**src/rtl/mips_mem_pkg.sv**
```systemverilog
`default_nettype none
// ============================================================================
// mips_mem_pkg : shared encodings for the MEM stage (access sizes, FSM states)
// Revision     : 1.0
// ============================================================================
package mips_mem_pkg;

    localparam logic [1:0] SZ_BYTE = 2'b00;
    localparam logic [1:0] SZ_HALF = 2'b01;
    localparam logic [1:0] SZ_WORD = 2'b10;

    localparam int DEFAULT_TIMEOUT = 16;

    typedef enum logic [1:0] {
        ST_IDLE = 2'd0,
        ST_BUSY = 2'd1,
        ST_HOLD = 2'd2
    } state_t;

    // The unused size code 2'b11 behaves as a word access.
    function automatic logic [1:0] norm_size(input logic [1:0] size);
        return (size == 2'b11) ? SZ_WORD : size;
    endfunction

endpackage
`default_nettype wire

```
**src/rtl/load_align.sv**
```systemverilog
`default_nettype none
// ============================================================================
// load_align : selects the addressed lane of a read word and extends it
// Revision   : 1.0
// ============================================================================
module load_align
    import mips_mem_pkg::*;
(
    input  logic [31:0] rdata,
    input  logic [1:0]  addr,
    input  logic [1:0]  size,
    input  logic        sign_ext,
    output logic [31:0] result
);

    logic [31:0] byte_lane;
    logic [31:0] half_lane;

    always_comb begin
        byte_lane = rdata >> {addr, 3'b000};
        half_lane = rdata >> {addr[1], 4'b0000};
        case (norm_size(size))
            SZ_BYTE: result = {{24{sign_ext & byte_lane[7]}}, byte_lane[7:0]};
            SZ_HALF: result = {{16{sign_ext & half_lane[15]}}, half_lane[15:0]};
            default: result = rdata;
        endcase
    end

endmodule
`default_nettype wire

```
**src/rtl/mem_access_stage.sv**
```systemverilog
`default_nettype none
// ============================================================================
// mem_access_stage : pipeline MEM stage with req/ack data-memory handshake,
//                    lane alignment, pipeline stall and access timeout
// Revision         : 1.0
// ============================================================================
module mem_access_stage
    import mips_mem_pkg::*;
#(
    parameter int TIMEOUT = DEFAULT_TIMEOUT,
    parameter int CNT_W   = 8
) (
    input  logic        clk,
    input  logic        rst,
    input  logic        valid_in,
    input  logic        MemRead_in,
    input  logic        MemWrite_in,
    input  logic [1:0]  MemSize_in,
    input  logic        MemSigned_in,
    input  logic        RegWrite_in,
    input  logic        Mem2Reg_in,
    input  logic [31:0] ALU_in,
    input  logic [31:0] StoreData_in,
    input  logic [4:0]  WriteReg_in,
    output logic        dmem_req,
    output logic        dmem_we,
    output logic [31:0] dmem_addr,
    output logic [3:0]  dmem_be,
    output logic [31:0] dmem_wdata,
    input  logic [31:0] dmem_rdata,
    input  logic        dmem_ack,
    output logic        stall_out,
    output logic        misalign_out,
    output logic        bus_err_out,
    output logic        RegWrite_out,
    output logic        Mem2Reg_out,
    output logic [31:0] Mem_out,
    output logic [31:0] ALU_out,
    output logic [4:0]  WriteReg_out
);

    state_t           state;
    logic [CNT_W-1:0] cnt;
    logic [CNT_W-1:0] cnt_next;
    logic [1:0]       size_q;
    logic [1:0]       addr_lo_q;
    logic             signed_q;
    logic [31:0]      rdata_q;
    logic [31:0]      load_val;
    logic [1:0]       size_eff;
    logic             mem_op;
    logic             misaligned;
    logic             start;
    logic [3:0]       be_calc;
    logic [31:0]      wdata_calc;

    always_comb begin
        size_eff   = norm_size(MemSize_in);
        mem_op     = valid_in && (MemRead_in || MemWrite_in);
        misaligned = mem_op && (((size_eff == SZ_HALF) && ALU_in[0]) ||
                                ((size_eff == SZ_WORD) && (ALU_in[1:0] != 2'b00)));
        start      = (state == ST_IDLE) && mem_op && !misaligned;
        cnt_next   = cnt + 1'b1;
        case (size_eff)
            SZ_BYTE: begin
                be_calc    = 4'b0001 << ALU_in[1:0];
                wdata_calc = {4{StoreData_in[7:0]}};
            end
            SZ_HALF: begin
                be_calc    = ALU_in[1] ? 4'b1100 : 4'b0011;
                wdata_calc = {2{StoreData_in[15:0]}};
            end
            default: begin
                be_calc    = 4'b1111;
                wdata_calc = StoreData_in;
            end
        endcase
    end

    load_align u_load_align (
        .rdata    (rdata_q),
        .addr     (addr_lo_q),
        .size     (size_q),
        .sign_ext (signed_q),
        .result   (load_val)
    );

    // WB controls reach MEM/WB only in a non-stalled cycle; elsewhere RegWrite is held off.
    always_comb begin
        ALU_out      = ALU_in;
        WriteReg_out = WriteReg_in;
        Mem2Reg_out  = Mem2Reg_in;
        stall_out    = start || (state == ST_BUSY);
        misalign_out = (state == ST_IDLE) && misaligned;
        Mem_out      = '0;
        RegWrite_out = RegWrite_in;
        case (state)
            ST_IDLE: if (mem_op) RegWrite_out = 1'b0;
            ST_BUSY: RegWrite_out = 1'b0;
            ST_HOLD: begin
                RegWrite_out = RegWrite_in && !bus_err_out;
                if (!dmem_we) Mem_out = load_val;
            end
            default: RegWrite_out = 1'b0;
        endcase
    end

    always_ff @(posedge clk or negedge rst) begin
        if (!rst) begin
            state       <= ST_IDLE;
            cnt         <= '0;
            dmem_req    <= 1'b0;
            dmem_we     <= 1'b0;
            dmem_addr   <= '0;
            dmem_be     <= '0;
            dmem_wdata  <= '0;
            size_q      <= SZ_BYTE;
            addr_lo_q   <= 2'b00;
            signed_q    <= 1'b0;
            rdata_q     <= '0;
            bus_err_out <= 1'b0;
        end else begin
            bus_err_out <= 1'b0;
            case (state)
                ST_IDLE: begin
                    if (start) begin
                        dmem_req   <= 1'b1;
                        dmem_we    <= MemWrite_in;
                        dmem_addr  <= {ALU_in[31:2], 2'b00};
                        dmem_be    <= be_calc;
                        dmem_wdata <= wdata_calc;
                        size_q     <= size_eff;
                        addr_lo_q  <= ALU_in[1:0];
                        signed_q   <= MemSigned_in;
                        cnt        <= '0;
                        state      <= ST_BUSY;
                    end
                end
                ST_BUSY: begin
                    // An ack landing on the timeout cycle still completes normally.
                    if (dmem_ack) begin
                        rdata_q  <= dmem_rdata;
                        dmem_req <= 1'b0;
                        state    <= ST_HOLD;
                    end else if (cnt_next == CNT_W'(TIMEOUT)) begin
                        rdata_q     <= '0;
                        dmem_req    <= 1'b0;
                        bus_err_out <= 1'b1;
                        state       <= ST_HOLD;
                    end else begin
                        cnt <= cnt_next;
                    end
                end
                ST_HOLD: state <= ST_IDLE;
                default: state <= ST_IDLE;
            endcase
        end
    end

endmodule
`default_nettype wire

```
**config.mk**
```make
export PLATFORM = sky130hd
export DESIGN_NAME = mem_access_stage
export DESIGN_NICKNAME = d
export VERILOG_FILES = /design/src/rtl/mips_mem_pkg.sv /design/src/rtl/load_align.sv /design/src/rtl/mem_access_stage.sv
export SDC_FILE = /design/constraint.sdc
export NUM_CORES = 1
export LEC_CHECK = 0
export CORE_UTILIZATION = 46
export DETAILED_ROUTE_END_ITERATION = 7
export PLACE_DENSITY = 0.93
export SYNTH_ARGS = -nofsm -noshare
export SYNTH_HDL_FRONTEND = slang
export SYNTH_SLANG_ARGS = --single-unit
```
**constraint.sdc**
```tcl
create_clock -name clk -period 4.5 [get_ports clk]
set_clock_uncertainty 0.15 [all_clocks]
set_input_delay 1.125 -clock clk [delete_from_list [all_inputs] [get_ports clk]]
set_output_delay 1.125 -clock clk [all_outputs]
set_load 0.005 [all_outputs]
```
==> metrics.cfg, run 1 <==
[status]
run_status=complete, no violations

[setup_path]
crit_path_top_delay_cell=clkdlybuf4s50_1
required_ns=3.22
arrival_ns=2.95
crit_start=valid_in
worstPathMaxFanout=2
path_class=in -> out
r2r_setup_slack_ns=2.19
path_cells=clkdlybuf4s50_1, o21ai_0, or3_1, or2_2, nand2_1, clkdlybuf4s50_1
critPathLaunchType=primary input
cp_common_cell=clkdlybuf4s50_1
slowest_delay_ns=0.54
worst_r2r_startpoint=cnt[0]$_DFFE_PN0P_
critPathBufInv=2
critPathCaptureType=primary output
path_delay_family=buffers and inverters

[power]
peakVddDrop_mv=0.301
power.density_nw_per_um2=516
leakage_nw=3.96

[floorplanning]
die_w_microns=115
rows=40
die-area_sq_um=13100
die_y_microns=115
start_util_pct=47.9
num_io_pins=256
core_area_sq_um=12200

[global_routing]
grt_pass1_vias=5372
grt_remaining_overflow=0
grt_pass1_wl_microns=28000
track_usage_pct=28.4
antenna_found_initial=0
grt_max_degree=96

[synth]
async_flop_share_pct=100
synth.largest_area_cell=dfrtp_1
avgSynthCellArea_sq_um=9.43
yosysTopAreaCellShare_pct=49.8
yosysSeqAreaShare_pct=49.8
syn_area_sq_um=5830
yosys_register_bits=116
synth-edff-count=0
synth_area_leaders=dfrtp_1, nand2_1, buf_4
yosysWarnings=0
synth_cell_types=50
synthesis.instances=618
synth_common_cells=nand2_1, dfrtp_1, buf_4
synth_top_flop_cell=dfrtp_1
synth.most_common_cell=nand2_1

[flow_run]
maxCapViolCount=0

[placed_design]
port_buffers=241
hpwl_microns=12300
gp_congestion=0.874

[sta]
min_period_ns=4.23
rsz0062_at_grt=no
hold_viol=0
finalSetupViolCount=0
relSlewSlack_pct=38.3
drv_slew=0
whs_ns=0.319
tns_ns=0
finalCritPeriodShare_pct=94.0
tightest_slew_ns=0.925
clock.fmax_ghz=0.236

[detailed_routing]
route.vias.total=5386
drt_iter0_drc=615
wl_microns=17800
drt-wirelength-per-cell_microns=18.0
drc=0
vias_per_cell=5.43
drtPass1Iterations=6
ant_nets=0

[cts]
cts_inserted_buffers=17
post_cts_buffers=0
clock_latency_ns=0.41
tritoncts=yes
ctsHoldBuffers=0
cts_buffer_depth=2
root_buffer=clkbuf_16
htreeDepth=4
cts_sinks=116
clk_pin_slew_worst_paths_ns=0.05
cts_resized=0

[cells_and_area]
area_growth_pct=50.1
antenna_cells=0
nets=925
drive_gt1_share_pct=8.13

[min_path]
min_from=dmem_addr[23]$_DFFE_PN0P_
hp-class=reg -> reg

power by group:
part	total [mW]	switching (mW)	internal [mW]
sequential	1.64	0.270	1.37
combinational	1.32	0.567	0.754
clock	1.55	0.475	1.08
worst register-to-register path, stage by stage, from the launching register on:
cell      delay (ns)
dfrtp_1         0.45
ha_1            0.27
and3_1          0.23
nand2_1         0.11
a221oi_2        0.40
o21ai_2         0.08
buf_4           0.26
a22o_1          0.25
final cells by class:
class | count | area, sq um
repair buffers | 256 | 2530
flip-flops and latches | 116 | 2900
clock buffers | 22 | 474
fillers | 913 | 3420
inverters | 29 | 109
well taps | 168 | 210
clock inverters | 10 | 200
multi-input cells | 391 | 2310
metal layers:
layer	wire length, microns	track usage (%)	vias to the layer above
met5	0	0	-
met4	751	14.5	0
met3	1490	9.32	62
met2	8770	46.6	310
met1	6820	33.2	2547
li1	-	-	2467
path summary, 6_finish.rpt:
kind / depth (start not counted) / to
setup / recovery: 6 / stall_out
hold / removal: 2 / dmem_addr[23]$_DFFE_PN0P_
setup reg to reg: 7 / rdata_q[16]$_DFFE_PN0P_
hold reg to reg: 2 / dmem_addr[23]$_DFFE_PN0P_
max in group asynchronous: 2 / dmem_addr[17]$_DFFE_PN0P_
min in group asynchronous: 1 / rdata_q[21]$_DFFE_PN0P_
cells by family (layout without fill, tap and decap cells):
family | Yosys count | after routing | synth area share, %
other cells | 1 | 2 | 0.0643
simple gates | 206 | 206 | 14.9
buf+inv | 112 | 317 | 10.6
mux | 40 | 40 | 7.39
fa+ha+maj | 2 | 2 | 0.429
xor+xnor | 2 | 2 | 0.301
flops | 116 | 116 | 49.8
compound gates | 139 | 139 | 16.6
sequential cells by signal, summed over array words and instances, names as in the netlist:
| name | flops |
|---|---|
| dmem_we | 1 |
| bus_err_out | 1 |
| dmem_req | 1 |
| rdata_q | 32 |
| cnt | 8 |
| signed_q | 1 |
| addr_lo_q | 2 |
| size_q | 2 |
| state | 2 |
| dmem_be | 4 |
| dmem_wdata | 32 |
| dmem_addr | 30 |
cell usage in the layout (no fill, tap or decap), types with 3 or more instances in the layout:
master and count:
nor2_1 22, nand2b_1 3, dfrtp_1 116, a221oi_1 8, o21ai_0 39, a22o_1 32
a222oi_1 7, a211o_1 6, bufinv_16 6, nand2_1 146, nor3_1 6, nor3b_1 4
mux2_2 13, clkbuf_16 17, mux2i_1 25, a21oi_1 26, inv_1 29, clkinv_2 4
nor2b_1 5, nand3_1 4, o31ai_1 3, and3_1 5, clkdlybuf4s50_1 240, buf_4 15
clkbuf_8 3, a31oi_1 4
through the flow:
| step | power [mW] | area, sq um | setup WS [ns] | utilization [%] | cells |
|---|---|---|---|---|---|
| 6_report | 4.52 | 8750 | 0.270 | 71.9 | 992 |
| 5_1_grt | 4.73 | 8750 | 0.129 | 71.9 | 992 |
| 4_1_cts | 4.53 | 8750 | 0.263 | 71.9 | 992 |
| 3_5_place_dp | 2.94 | 8070 | 0.264 | 66.4 | 960 |
| 3_3_place_gp | 2.89 | 8070 | 0.244 | 66.4 | 960 |
| 2_1_floorplan | 2.19 | 5830 | 0.871 | - | 619 |
Power figures use the tool's default switching activity.
==> run 2, diff against run 1 <==
--- a/config.mk
+++ b/config.mk
@@ -5,6 +5,7 @@
 export SDC_FILE = /design/constraint.sdc
 export NUM_CORES = 1
 export LEC_CHECK = 0
+export ABC_CLOCK_PERIOD_IN_PS = 4500
 export CORE_UTILIZATION = 46
 export DETAILED_ROUTE_END_ITERATION = 7
 export PLACE_DENSITY = 0.93
==> results of run 2 <==
Same layout as run 1: the final DEF is identical, and so are final timing and power.
